[config.mk]
export PLATFORM = sky130hd
export DESIGN_NAME = sobel_magnitude_threshold_flat
export DESIGN_NICKNAME = d
export VERILOG_FILES = /design/src/rtl/sobel_magnitude_threshold_if.sv /design/src/rtl/sobel_magnitude_threshold.sv /design/src/flat_wrapper.sv
export SDC_FILE = /design/constraint.sdc
export NUM_CORES = 1
export LEC_CHECK = 0
export CORE_MARGIN = 3
export CORE_UTILIZATION = 25
export DETAILED_ROUTE_END_ITERATION = 8
export GPL_TIMING_DRIVEN = 1
export SETUP_SLACK_MARGIN = 0.5
export SLEW_MARGIN = 10
export SYNTH_ARGS = -nofsm -noshare
export SYNTH_HDL_FRONTEND = slang
export SYNTH_SLANG_ARGS = --single-unit
[constraint.sdc]
create_clock -name clk -period 1.8 [get_ports clk]
set_input_delay 0.36 -clock clk [delete_from_list [all_inputs] [get_ports clk]]
set_output_delay 0.36 -clock clk [all_outputs]
set_load 0.02 [all_outputs]
[src/rtl/sobel_magnitude_threshold_if.sv]
// rtl/sobel_magnitude_threshold_if.sv - pixel-in / magnitude-out handshake bundle
// Purpose: groups the gradient input stream, the threshold, and the magnitude
//          output stream of sobel_magnitude_threshold.
// Signals:
//   in_valid/in_ready/gx_in/gy_in : gradient pair stream into the block
//   threshold                     : edge threshold, latched per frame
//   out_valid/out_ready           : output stream handshake
//   mag_out/edge_out              : saturated magnitude and edge bit
//   sof_out/eol_out/frame_done    : frame markers
// Modports: slave = the block, master = the producer/consumer side.
interface sobel_magnitude_threshold_if #(
  parameter int GW = 10
);
  logic                 in_valid;
  logic                 in_ready;
  logic signed [GW-1:0] gx_in;
  logic signed [GW-1:0] gy_in;
  logic [7:0]           threshold;
  logic                 out_valid;
  logic                 out_ready;
  logic [7:0]           mag_out;
  logic                 edge_out;
  logic                 sof_out;
  logic                 eol_out;
  logic                 frame_done;

  modport slave (
    input  in_valid, gx_in, gy_in, threshold, out_ready,
    output in_ready, out_valid, mag_out, edge_out, sof_out, eol_out, frame_done
  );

  modport master (
    output in_valid, gx_in, gy_in, threshold, out_ready,
    input  in_ready, out_valid, mag_out, edge_out, sof_out, eol_out, frame_done
  );
endinterface

[src/rtl/sobel_magnitude_threshold.sv]
// rtl/sobel_magnitude_threshold.sv - |Gx|+|Gy| magnitude, saturation, border mask and edge threshold
// Purpose: two-stage valid/ready pipeline taking one signed gradient pair per
//          pixel in raster order; emits an 8-bit saturated magnitude, an edge
//          bit and frame markers derived from internal row/column counters.
// Ports:
//   clk   : rising-edge clock
//   rst_n : asynchronous active-low reset
//   bus   : sobel_magnitude_threshold_if.slave (input stream, threshold,
//           output stream, sof/eol/frame_done markers)
module sobel_magnitude_threshold #(
  parameter int GW    = 10,
  parameter int IMG_W = 640,
  parameter int IMG_H = 480
) (
  input  logic                           clk,
  input  logic                           rst_n,
  sobel_magnitude_threshold_if.slave     bus
);
  localparam int CW = (IMG_W > 1) ? $clog2(IMG_W) : 1;
  localparam int RW = (IMG_H > 1) ? $clog2(IMG_H) : 1;
  localparam logic [CW-1:0] COL_LAST = CW'(IMG_W - 1);
  localparam logic [RW-1:0] ROW_LAST = RW'(IMG_H - 1);

  // position and frame threshold
  logic [CW-1:0] col_q, col_d;
  logic [RW-1:0] row_q, row_d;
  logic [7:0]    thr_q, thr_d;

  // stage 1: raw sum plus per-pixel flags
  logic          v1_q, v1_d;
  logic [GW:0]   sum1_q, sum1_d;
  logic          border1_q, border1_d;
  logic          sof1_q, sof1_d;
  logic          eol1_q, eol1_d;
  logic          last1_q, last1_d;

  // stage 2: output register
  logic          v2_q, v2_d;
  logic [7:0]    mag2_q, mag2_d;
  logic          edge2_q, edge2_d;
  logic          sof2_q, sof2_d;
  logic          eol2_q, eol2_d;
  logic          last2_q, last2_d;

  logic          en;
  logic          accept;
  logic [GW-1:0] abs_x, abs_y;
  logic          col_first, col_last, row_first, row_last;
  logic [7:0]    sat;

  always_comb begin
    en       = !v2_q || bus.out_ready;
    accept   = bus.in_valid && en;

    // unsigned reinterpretation makes -2^(GW-1) come out as 2^(GW-1)
    abs_x    = bus.gx_in[GW-1] ? -bus.gx_in : bus.gx_in;
    abs_y    = bus.gy_in[GW-1] ? -bus.gy_in : bus.gy_in;

    col_first = (col_q == '0);
    col_last  = (col_q == COL_LAST);
    row_first = (row_q == '0);
    row_last  = (row_q == ROW_LAST);

    sat = (sum1_q > (GW+1)'(255)) ? 8'hFF : sum1_q[7:0];

    col_d     = col_q;
    row_d     = row_q;
    thr_d     = thr_q;
    v1_d      = v1_q;
    sum1_d    = sum1_q;
    border1_d = border1_q;
    sof1_d    = sof1_q;
    eol1_d    = eol1_q;
    last1_d   = last1_q;
    v2_d      = v2_q;
    mag2_d    = mag2_q;
    edge2_d   = edge2_q;
    sof2_d    = sof2_q;
    eol2_d    = eol2_q;
    last2_d   = last2_q;

    if (en) begin
      v1_d = bus.in_valid;
    end

    if (accept) begin
      sum1_d    = {1'b0, abs_x} + {1'b0, abs_y};
      border1_d = row_first || row_last || col_first || col_last;
      sof1_d    = row_first && col_first;
      eol1_d    = col_last;
      last1_d   = row_last && col_last;
      // first pixel of the frame picks up the threshold it arrives with
      if (row_first && col_first) begin
        thr_d = bus.threshold;
      end
      if (col_last) begin
        col_d = '0;
        row_d = row_last ? '0 : row_q + RW'(1);
      end else begin
        col_d = col_q + CW'(1);
      end
    end

    // stage 2 compares against thr_q, which already holds the new frame's
    // threshold by the time pixel (0,0) reaches it
    if (en) begin
      v2_d    = v1_q;
      mag2_d  = border1_q ? 8'h00 : sat;
      edge2_d = !border1_q && (sat >= thr_q);
      sof2_d  = sof1_q;
      eol2_d  = eol1_q;
      last2_d = last1_q;
    end
  end

  always_ff @(posedge clk or negedge rst_n) begin
    if (!rst_n) begin
      col_q     <= '0;
      row_q     <= '0;
      thr_q     <= '0;
      v1_q      <= 1'b0;
      sum1_q    <= '0;
      border1_q <= 1'b0;
      sof1_q    <= 1'b0;
      eol1_q    <= 1'b0;
      last1_q   <= 1'b0;
      v2_q      <= 1'b0;
      mag2_q    <= '0;
      edge2_q   <= 1'b0;
      sof2_q    <= 1'b0;
      eol2_q    <= 1'b0;
      last2_q   <= 1'b0;
    end else begin
      col_q     <= col_d;
      row_q     <= row_d;
      thr_q     <= thr_d;
      v1_q      <= v1_d;
      sum1_q    <= sum1_d;
      border1_q <= border1_d;
      sof1_q    <= sof1_d;
      eol1_q    <= eol1_d;
      last1_q   <= last1_d;
      v2_q      <= v2_d;
      mag2_q    <= mag2_d;
      edge2_q   <= edge2_d;
      sof2_q    <= sof2_d;
      eol2_q    <= eol2_d;
      last2_q   <= last2_d;
    end
  end

  assign bus.in_ready   = en;
  assign bus.out_valid  = v2_q;
  assign bus.mag_out    = mag2_q;
  assign bus.edge_out   = edge2_q;
  assign bus.sof_out    = sof2_q;
  assign bus.eol_out    = eol2_q;
  assign bus.frame_done = v2_q && bus.out_ready && last2_q;
endmodule

[src/flat_wrapper.sv]
// flat-port wrapper written by rule: the top's interface ports become plain ports
module sobel_magnitude_threshold_flat 
#(
  parameter int GW    = 10,
  parameter int IMG_W = 640,
  parameter int IMG_H = 480
)
  (clk, rst_n, bus_in_valid, bus_gx_in, bus_gy_in, bus_threshold, bus_out_ready, bus_in_ready, bus_out_valid, bus_mag_out, bus_edge_out, bus_sof_out, bus_eol_out, bus_frame_done);
  sobel_magnitude_threshold_if #(.GW(GW)) bus_i ();
  input  logic clk;
  input  logic rst_n;
  input wire logic [$bits(bus_i.in_valid)-1:0] bus_in_valid;
  input wire logic [$bits(bus_i.gx_in)-1:0] bus_gx_in;
  input wire logic [$bits(bus_i.gy_in)-1:0] bus_gy_in;
  input wire logic [$bits(bus_i.threshold)-1:0] bus_threshold;
  input wire logic [$bits(bus_i.out_ready)-1:0] bus_out_ready;
  output wire logic [$bits(bus_i.in_ready)-1:0] bus_in_ready;
  output wire logic [$bits(bus_i.out_valid)-1:0] bus_out_valid;
  output wire logic [$bits(bus_i.mag_out)-1:0] bus_mag_out;
  output wire logic [$bits(bus_i.edge_out)-1:0] bus_edge_out;
  output wire logic [$bits(bus_i.sof_out)-1:0] bus_sof_out;
  output wire logic [$bits(bus_i.eol_out)-1:0] bus_eol_out;
  output wire logic [$bits(bus_i.frame_done)-1:0] bus_frame_done;
  assign bus_i.in_valid = bus_in_valid;
  assign bus_i.gx_in = bus_gx_in;
  assign bus_i.gy_in = bus_gy_in;
  assign bus_i.threshold = bus_threshold;
  assign bus_i.out_ready = bus_out_ready;
  assign bus_in_ready = bus_i.in_ready;
  assign bus_out_valid = bus_i.out_valid;
  assign bus_mag_out = bus_i.mag_out;
  assign bus_edge_out = bus_i.edge_out;
  assign bus_sof_out = bus_i.sof_out;
  assign bus_eol_out = bus_i.eol_out;
  assign bus_frame_done = bus_i.frame_done;
  sobel_magnitude_threshold #(.GW(GW), .IMG_W(IMG_W), .IMG_H(IMG_H)) u_core (.clk(clk), .rst_n(rst_n), .bus(bus_i));
endmodule
==> results of run 1 <==
## registers in the layout, summed over array words and instances, names as in the netlist, 8 cells and up
name                count
u_core.bus.mag_out      8
u_core.col_q           10
u_core.row_q            9
u_core.sum1_q          11
u_core.thr_q            8
## through the flow
step                setup TNS (ps)  utilization, %  hold slack [ps]
floorplan                    -2120               -             64.4
global placement            -12290            37.1              308
detailed placement          -13450            37.1              313
CTS                          -2340            43.2              478
global route                 -3060            47.3              505
finish                       -2260            47.3              474
## what timing repair did
action                                  CTS  global route
endpoints found under the hold margin    10             0
hold buffers                              1             0
pin swaps                                78            55
resized for setup                       210            87
gates cloned                              2             1
setup buffers                            25            22
endpoints found under the setup margin   65            59
## cells in the final DEF (no fill, tap or decap), types with 6 or more instances in the layout
cell / count
clkbuf_16: 6
o21ai_2: 9
buf_2: 14
nor2_4: 8
nand2_2: 21
ha_1: 13
dfrtp_1: 52
nor2_1: 10
ha_4: 10
a22o_1: 9
a21o_1: 8
inv_1: 13
nand2_1: 24
xor2_1: 6
nand4_1: 6
nand2_4: 9
clkdlybuf4s50_1: 14
buf_6: 43
o21ai_1: 19
nand2b_4: 7
buf_4: 81
xnor2_1: 10
xnor2_2: 8
## kinds of logic after synthesis
kind of cell	share of synthesized area, %
AND/OR/NAND/NOR	20.5
AO/OA/AOI/OAI	15.3
flip-flops	41.7
buffers and inverters	4.29
XOR/XNOR	7.31
adder cells (fa/ha/maj)	9.54
multiplexers	1.27
## area by class of cell
cell class | instances | area, µm² | share of cell area (%)
tap | 172 | 215 | 3.53
timing repair buffer | 170 | 1550 | 25.4
inverter | 23 | 114 | 1.87
sequential | 56 | 1410 | 23.1
clock buffer | 6 | 129 | 2.12
multi-input combinational | 274 | 2640 | 43.4
clock inverter | 2 | 35.0 | 0.575
## worst paths after layout
kind	to	slack, ps	cells after the start
setup / recovery	u_core.sum1_q[9]$_DFFE_PN0P_	-470	14
hold / removal	u_core.sum1_q[7]$_DFFE_PN0P_	470	2
setup reg to reg	u_core.thr_q[0]$_DFFE_PN0P_	60	5
hold reg to reg	u_core.sum1_q[7]$_DFFE_PN0P_	470	2
max in group asynchronous	u_core.bus.out_valid$_DFFE_PN0N_	730	3
min in group asynchronous	u_core.row_q[4]$_DFFE_PN0P_	520	2
## power breakdown
group	switching (mW)	internal (mW)	leakage, nW
Combinational	1.10	1.30	2.07
Clock	0.429	0.655	0.0808
Sequential	0.217	1.50	0.698
Total	1.74	3.45	2.85
## metal layers
layer / GRT usage [%] / share of wire [%]
met2: 20.5 / 50
met5: 0 / 0
met4: 3.71 / 0.96
met1: 16.3 / 46
met3: 2.00 / 3.2
## critical path: cells and delay by family
family | cells | cell delay (ps)
AOI/OAI and AO/OA | 4 | 740
and+or+nand+nor | 4 | 600
adders and majority gates | 2 | 430
buffers and inverters | 3 | 260
xor gates and xnor gates | 1 | 70
==> impl_metrics.ini, run 1 <==
[synthesis]
netlist_area_mm2 = 0.00336
synthTopCellsByCount = 56 x dfrtp_1, 54 x nand2_1, 33 x o21ai_0
synth.top_cells.by_area = dfrtp_1 42%, ha_1 8.9%, nand2_1 6.0%
ys_seq_elements = 56
synth.yosys.seq_area_share_pct = 41.7
synth_edf_count = 0
yosysMostFrequentCell = dfrtp_1
syn_avg_cell_area_um2 = 9.25
yosysTopAreaCell = dfrtp_1
synth_flop_cell = dfrtp_1
ys_types = 45
yosys_warnings = 0
syn-num-nets = 420
synth_top_area_share_pct = 41.7
synthCells = 363
synthArstFlopShare_pct = 100

[clocking]
cts_tree = done
clkLatencyLatePin_ps = 290
cts_sinks = 56
cts_buffer_depth = 2
numCtsBuffers = 5
cts-htree-levels = 2
clkTransAtPathRegs_ps = 70
cts_root_buf = clkbuf_16

[global_route]
globalRouteTotalUtil_pct = 12.2
grt_overflow = 0
antenna_found_initial = 0
grt_start_max_net_pins = 43
grt_pass1_vias = 3143
grt_pass1_wl_mm = 14.8

[layout]
fill_cells = 1148
fin_cells = 703
fin_area_mm2 = 0.00609
area_delta_synth_final_pct = 81.4
diodes = 0
drive_above_1_share_pct = 56.5
nNetsFinal = 587

[sta]
fin_crit_sh_pct = 126
max-slew-margin-rel_pct = 74.2
fin_skew_ps = 5.65
max_freq_ghz = 0.441
tightest_slew_ps = 387
period_needed_ps = 2270
finalSetupViolCount = 7
slew_viol_final = 0
fin_ws_ps = -470
rsz0062_at_grt = true
timing_hold_violations_final = 0

[drt]
drc = 0
via_per_inst = 4.56
ant_nets = 0
routed_wirelength_mm = 9.45
post_drt_wl_per_cell_um = 13.4
dr.pass1.iters = 4
drtIter0Drc = 171
vias = 3208

[setup_path]
worstPathCellList = buf_6 -> buf_6 -> inv_12 -> ha_4 -> nand2_2 -> or3_4 -> nand2_2 -> xnor2_2 -> ha_1 -> a21o_1 -> a21o_1 -> a21oi_2 -> nand3_1 -> a31o_2
critPathKind = in -> reg
crit_fanout = 2
crit_slowest_cell = or3_4
start_kind = input port
endpoint_kind = flop
crit_required_ps = 1980
crit_path_max_incr_delay_ps = 350
crit_path_start = bus_gy_in[1]
reg2reg_from = u_core.row_q[5]$_DFFE_PN0P_
cp_data_arrival_time_ps = 2450

[power]
vdd_ir_drop_max_mv = 0.445
total_power_mw = 5.20
powerDensity_mw_per_mm2 = 853
power.leakage_nw = 2.85

[placed_design]
preCtsSetupSlack_ps = -1160
port_buffers = 45
dpl.cell_count = 644
dp_hpwl_mm = 6.35
gp_congestion = 0.839
placed_area_mm2 = 0.00477

[die]
die_width_um = 122
core_mm2 = 0.0129
design.portCount = 46
initial_utilization_pct = 26.1
die_h_um = 122
dieArea_mm2 = 0.0149
core.rowCount = 41

[run_status]
violations = setup timing
outcome = complete, but fails checks

[worst_hold_path]
min-delay-start = u_core.sum1_q[7]$_DFFE_PN0P_
hp-class = reg -> reg

[run]
maxCapViolCount = 0
Power figures use the tool's default switching activity.
==> run 2: changes to the inputs <==
--- a/config.mk
+++ b/config.mk
@@ -14,3 +14,4 @@
 export SYNTH_ARGS = -nofsm -noshare
 export SYNTH_HDL_FRONTEND = slang
 export SYNTH_SLANG_ARGS = --single-unit
+export TNS_END_PERCENT = 1
==> impl_metrics.ini, run 2 (synthesis gave the netlist of run 1 again) <==
[run_status]
outcome = complete, but fails checks
violations = setup timing

[layout]
area_delta_synth_final_pct = 48.6
fin_area_mm2 = 0.00499
final_cell_mix = 57 x buf_4, 55 x dfrtp_1, 50 x nand2_1
final_common_cell = buf_4
post-route-util_pct = 38.8
regMostFlops = u_core.sum1_q
fill_cells = 1287
diodes = 0
reg_top3 = u_core.sum1_q: 11 flops, u_core.col_q: 10 flops, u_core.row_q: 9 flops
drive_above_1_share_pct = 35.4
largest_reg_flops = 11
nNetsFinal = 533

[drt]
vias = 2920
drc = 0
routed_wirelength_mm = 8.07
via_per_inst = 4.50
dr.pass1.iters = 4
drtIter0Drc = 121
ant_nets = 0
post_drt_wl_per_cell_um = 12.4

[sta]
max-slew-margin-rel_pct = 73.6
max_freq_ghz = 0.440
timing_hold_violations_final = 0
tightest_slew_ps = 396
fin_crit_sh_pct = 126
fin_ws_ps = -473
fin_skew_ps = 4.08
finalSetupViolCount = 7
rsz0062_at_grt = true
slew_viol_final = 0
period_needed_ps = 2270

[clocking]
cts_tree = done
clkLatencyLatePin_ps = 290
numCtsBuffers = 5
cts_buffer_depth = 2
cts_sinks = 56
cts-htree-levels = 2
clkTransAtPathRegs_ps = 70
cts_root_buf = clkbuf_16

[power]
p_comb_share_pct = 39.4
switching_share_pct = 33.0
pwr-share-clk_pct = 22.2
powerDensity_mw_per_mm2 = 875
power_frac_seq_pct = 38.4
vdd_ir_drop_max_mv = 0.382
power.leakage_nw = 2.33
p_int_mw = 2.92
total_power_mw = 4.37
power.net_switching_mw = 1.44

[global_route]
grt_start_max_net_pins = 18
grt_pass1_wl_mm = 13.9
grt_pass1_vias = 2973
globalRouteTotalUtil_pct = 11.3
grt_overflow = 0
antenna_found_initial = 0

[setup_path]
reg2reg_from = u_core.sum1_q[10]$_DFFE_PN0P_
cp_data_arrival_time_ps = 2450
start_kind = input port
crit_required_ps = 1980
endpoint_kind = flop
r2r_cells = 7
crit_fanout = 3
critPathKind = in -> reg
r2r_slack_ps = 50
r2r_end = u_core.bus.edge_out$_DFFE_PN0N_

[die]
core.rowCount = 41
die_width_um = 122
core_mm2 = 0.0129
dieArea_mm2 = 0.0149
initial_utilization_pct = 26.1
die_h_um = 122
design.portCount = 46

[placed_design]
preCtsSetupSlack_ps = -1150
dp_hpwl_mm = 6.16
placed_area_mm2 = 0.00453
gp_congestion = 0.825
port_buffers = 45

[worst_hold_path]
min-delay-start = u_core.v1_q$_DFFE_PN0N_
hp-class = reg -> reg
hold_end = u_core.bus.out_valid$_DFFE_PN0N_
hold-path-cell-count = 1

[run]
maxCapViolCount = 0
==> run 2: cell count changes in the layout (fill, tap and decap cells not counted), sizes merged <==
cell           before  now
clkdlybuf4s50      14   13
buf               145   90
clkdlybuf4s15       2    3
clkbuf              9   11
bufinv              1    0
clkinv              1    0
dlygate4sd2         5    6
==> run 2: power groups by stage <==
stage                     Sequential [mW]  Combinational [mW]  Clock, mW
after detailed placement             1.69                1.61          0
after floorplan                      1.76               0.776          0
after global routing                 1.71                1.91       1.06
after CTS                            1.67                1.68       1.00
after global placement               1.68                1.58          0
final                                1.68                1.72      0.967
==> run 2: area by class of cell <==
cell class / count / area, µm² / share of cell area, %
Clock buffer: 8 / 146 / 2.93
Inverter: 23 / 104 / 2.08
Multi-Input combinational cell: 274 / 2160 / 43.4
Sequential cell: 56 / 1400 / 28.1
Tap cell: 172 / 215 / 4.31
Timing Repair Buffer: 116 / 958 / 19.2
==> run 2: timing repair <==
item,CTS,global route
endpoints found under the hold margin,12,0
hold buffers,1,0
resized for setup,147,43
setup endpoints to repair,65,57
buffers inserted,5,2
pin swaps,40,32
==> run 2: worst max-delay path by stage <==
stage | start | end | slack [ps] | cells after the start
global route | bus_gx_in[3] | u_core.sum1_q[8]$_DFFE_PN0P_ | -590 | 10
floorplan | bus_gy_in[1] | u_core.sum1_q[9]$_DFFE_PN0P_ | -520 | 11
global placement | bus_gy_in[1] | u_core.sum1_q[9]$_DFFE_PN0P_ | -1130 | 13
detailed placement | bus_gy_in[1] | u_core.sum1_q[9]$_DFFE_PN0P_ | -1150 | 13
finish | bus_gy_in[1] | u_core.sum1_q[9]$_DFFE_PN0P_ | -470 | 13
CTS | bus_gx_in[3] | u_core.sum1_q[9]$_DFFE_PN0P_ | -480 | 10
==> run 2: critical path, stage by stage <==
cell      delay (ps)
buf_6             90
buf_6            130
inv_12            50
ha_4             120
nand2_2           50
or3_4            360
o31ai_4          190
xnor2_1          100
ha_1             340
nand3_2           80
nand3b_1         170
a21o_1           200
a31o_2           230
==> run 2: through the flow <==
| step | TNS [ps] | hold WS (ps) | instances |
|---|---|---|---|
| floorplan | -2780 | 64.4 | 363 |
| global placement | -10840 | 304 | 633 |
| detailed placement | -11520 | 302 | 633 |
| CTS | -2670 | 460 | 647 |
| global route | -3640 | 488 | 649 |
| finish | -2560 | 459 | 649 |
==> run 2: routing by layer <==
metal | vias up | GRT usage [%] | part of all wire (%)
li1 | 1500 | - | -
met1 | 1349 | 15.0 | 48
met4 | 0 | 3.29 | 1.2
met5 | - | 0 | 0
met2 | 65 | 19.3 | 47
met3 | 6 | 1.39 | 4.3
==> RTL edit: new RTL, flow settings as in run 2 <==
`sum1_q` no longer has a reset.
--- a/src/rtl/sobel_magnitude_threshold.sv
+++ b/src/rtl/sobel_magnitude_threshold.sv
@@ -119,7 +119,6 @@
       row_q     <= '0;
       thr_q     <= '0;
       v1_q      <= 1'b0;
-      sum1_q    <= '0;
       border1_q <= 1'b0;
       sof1_q    <= 1'b0;
       eol1_q    <= 1'b0;
@@ -135,7 +134,6 @@
       row_q     <= row_d;
       thr_q     <= thr_d;
       v1_q      <= v1_d;
-      sum1_q    <= sum1_d;
       border1_q <= border1_d;
       sof1_q    <= sof1_d;
       eol1_q    <= eol1_d;
@@ -149,6 +147,10 @@
     end
   end
 
+  always_ff @(posedge clk) begin
+    sum1_q <= sum1_d;
+  end
+
   assign bus.in_ready   = en;
   assign bus.out_valid  = v2_q;
   assign bus.mag_out    = mag2_q;
Formal check against the unedited RTL: not equivalent (a bounded check fails within 4 cycles, from zero or initial values and one cycle with rst_n low).
==> RTL edit against run 2 <==
- the run still ends with negative setup slack left
- clock power increased by 13%
- design area increased by 9.2%
- combinational power decreased by 8%
- synthesized area decreased by 1.9%
- core utilization increased by 3.9 points
- setup slack about the same
- highest routed layer unchanged
- critical path type unchanged
- die area decreased by 1.8%
- total power decreased by 0.72%
- non-clock buffer count increased by 14
- sequential cell count unchanged
- hold slack got worse by 0.46 ns
- routed wire length increased by 5.5%
- clock skew increased by 0.0068 ns
==> RTL edit: results (changes against run 2) <==
- The net count after synthesis came to 394 (was 420).
- Area contributors post-synth: dfrtp_1 (34%), edfxtp_1 (10%), ha_1 (9.1%) (was dfrtp_1 (42%), ha_1 (8.9%), nand2_1 (6.0%)).
- The maximum fanout encountered on the critical timing path is 4 (was 3).
- The number of instances in the placed design came to 618 (was 633).
- The transition time at the pin with the least slew margin was 0.451 ns (was 0.396 ns).
- The met3 usage in global routing is 1.59% (was 1.39%).
- The pin count of the biggest net entering global routing is 29 (was 18).
- The leakage power figure was 2.40 nW (was 2.33 nW).
- The global routing usage on met2 is 21.1% (was 19.3%).
- The detailed placement HPWL was 5980 µm (was 6160 µm).
- The number of setup violations in the final report came to 8 (was 7).
- The synthesized netlist cell count is 337 (was 363).
- The number of cells in the finished layout apart from fillers is 640 (was 649).
- The number of global-route vias before repair is 3033 (was 2973).
- The data arrival time at the worst-slack endpoint is 2.32 ns (was 2.45 ns).
- The worst-case vdd ir drop is 0.378 mV (was 0.382 mV).
- The aggregate negative setup slack is -2.52 ns (was -2.56 ns).
- The count of flip-flops with a built-in enable after synthesis came to 11 (was 0).
- The global placement routability congestion came to 0.824 (was 0.825).
- The startpoint of the worst-slack reg-to-reg timing path is u_core.sum1_q[9]$_DFFE_PP_ (was u_core.sum1_q[10]$_DFFE_PN0P_).
- The global routing usage summed across all routing layers is 11.9% (was 11.3%).
- The fraction of synthesis flops using an asynchronous set or reset pin is 80.4% (was 100%).
- Failing checks: negative setup slack (unchanged).
- Commonest cells post-synth: nand2_1 (49), dfrtp_1 (45), ha_1 (24), xnor2_1 (24) (was dfrtp_1 (56), nand2_1 (54), o21ai_0 (33), ha_1 (24), inv_1 (22)).
- The total detailed-routing wirelength is 8510 µm (was 8070 µm).
- The cell depth of the worst flop-to-flop path is 8 (was 7).
- The via count normalized by instance count came to 4.53 (was 4.50).
- The share of cells above drive strength 1 is 49.4% (was 35.4%).
- The layout net count is 524 (was 533).
- Result of the run: complete, but fails checks (unchanged).
- The number of distinct library cells after synthesis is 46 (was 45).
- The worst slack on hold paths came to 0.00229 ns (was 0.459 ns).
- The number of fill cells in the layout is 1207 (was 1287).
- The count of routing violations after the opening detailed-route iteration is 162 (was 121).
- The setup slack of the most critical reg-to-reg path is -0.10 ns (was 0.05 ns).
- The global-route wire length before repair came to 14300 µm (was 13900 µm).
- The post-layout worst setup margin came to -0.474 ns (was -0.473 ns).
- The met1 track demand over resource in global routing is 15.0% (about the same).
## RTL edit: cells by family after synthesis
family / count (synthesis) / synth area share [%]
buffers and inverters: 31 / 3.87
AO/OA/AOI/OAI: 65 / 12.8
flip-flops: 56 / 44.2
adder cells (fa/ha/maj): 25 / 9.72
AND/OR/NAND/NOR: 126 / 20.0
XOR/XNOR: 29 / 7.71
multiplexers: 5 / 1.67
## RTL edit: report_power, final
part	total, mW	switching [mW]	internal [mW]
Clock	1.09	0.450	0.642
Combinational	1.58	0.752	0.825
Sequential	1.67	0.156	1.51
Total	4.33	1.36	2.98
## RTL edit: timing repair
action                                 CTS  global route
endpoints found under the hold margin    0             0
pin swaps                               85            41
setup buffers                            8             6
cloned                                   0             0
setup endpoints to repair               75            64
resized for setup                      233            55
hold buffers                             0             0
## RTL edit: final cells by class
type                            instances  area share (%)
Timing Repair Buffer                  130            20.1
Multi-Input combinational cell        250            43.7
Inverter                               24            2.25
Tap cell                              172            3.95
Clock inverter                          1           0.161
Sequential cell                        56            26.8
Clock buffer                            7            3.01
## RTL edit: how the worst max path moves through the flow
stage                       from                    endpoint  slack, ns
global route        bus_gy_in[9]  u_core.sum1_q[9]$_DFFE_PP_      -0.56
global placement    bus_gy_in[1]  u_core.sum1_q[9]$_DFFE_PP_      -1.26
CTS                 bus_gy_in[1]  u_core.sum1_q[7]$_DFFE_PP_      -0.47
floorplan           bus_gy_in[1]  u_core.sum1_q[9]$_DFFE_PP_      -0.54
detailed placement  bus_gy_in[1]  u_core.sum1_q[9]$_DFFE_PP_      -1.30
finish              bus_gy_in[1]  u_core.sum1_q[9]$_DFFE_PP_      -0.47
## RTL edit: metrics by stage
step	worst slack [ns]	util, %	area [µm²]	power (mW)
after detailed placement	-1.30	35.4	4520	2.94
after floorplan	-0.536	-	3360	2.31
after CTS	-0.467	40.9	5220	4.23
after global placement	-1.26	35.4	4520	2.91
final	-0.474	42.6	5450	4.33
after global routing	-0.563	42.6	5450	4.60
## RTL edit: metal layers
layer	part of all wire [%]	vias to the layer above
li1	-	1450
met3	3.9	11
met1	43	1375
met4	1.8	0
met2	51	64
met5	0	-
## RTL edit: critical path, stage by stage
cell and delay, ns:
buf_12 0.11, inv_12 0.04, ha_4 0.13, inv_4 0.04, o31ai_4 0.20, xnor2_2 0.17
ha_4 0.25, and3_4 0.16, a2111oi_4 0.40, buf_4 0.19, o31ai_4 0.05, a21oi_2 0.13
xnor2_1 0.07
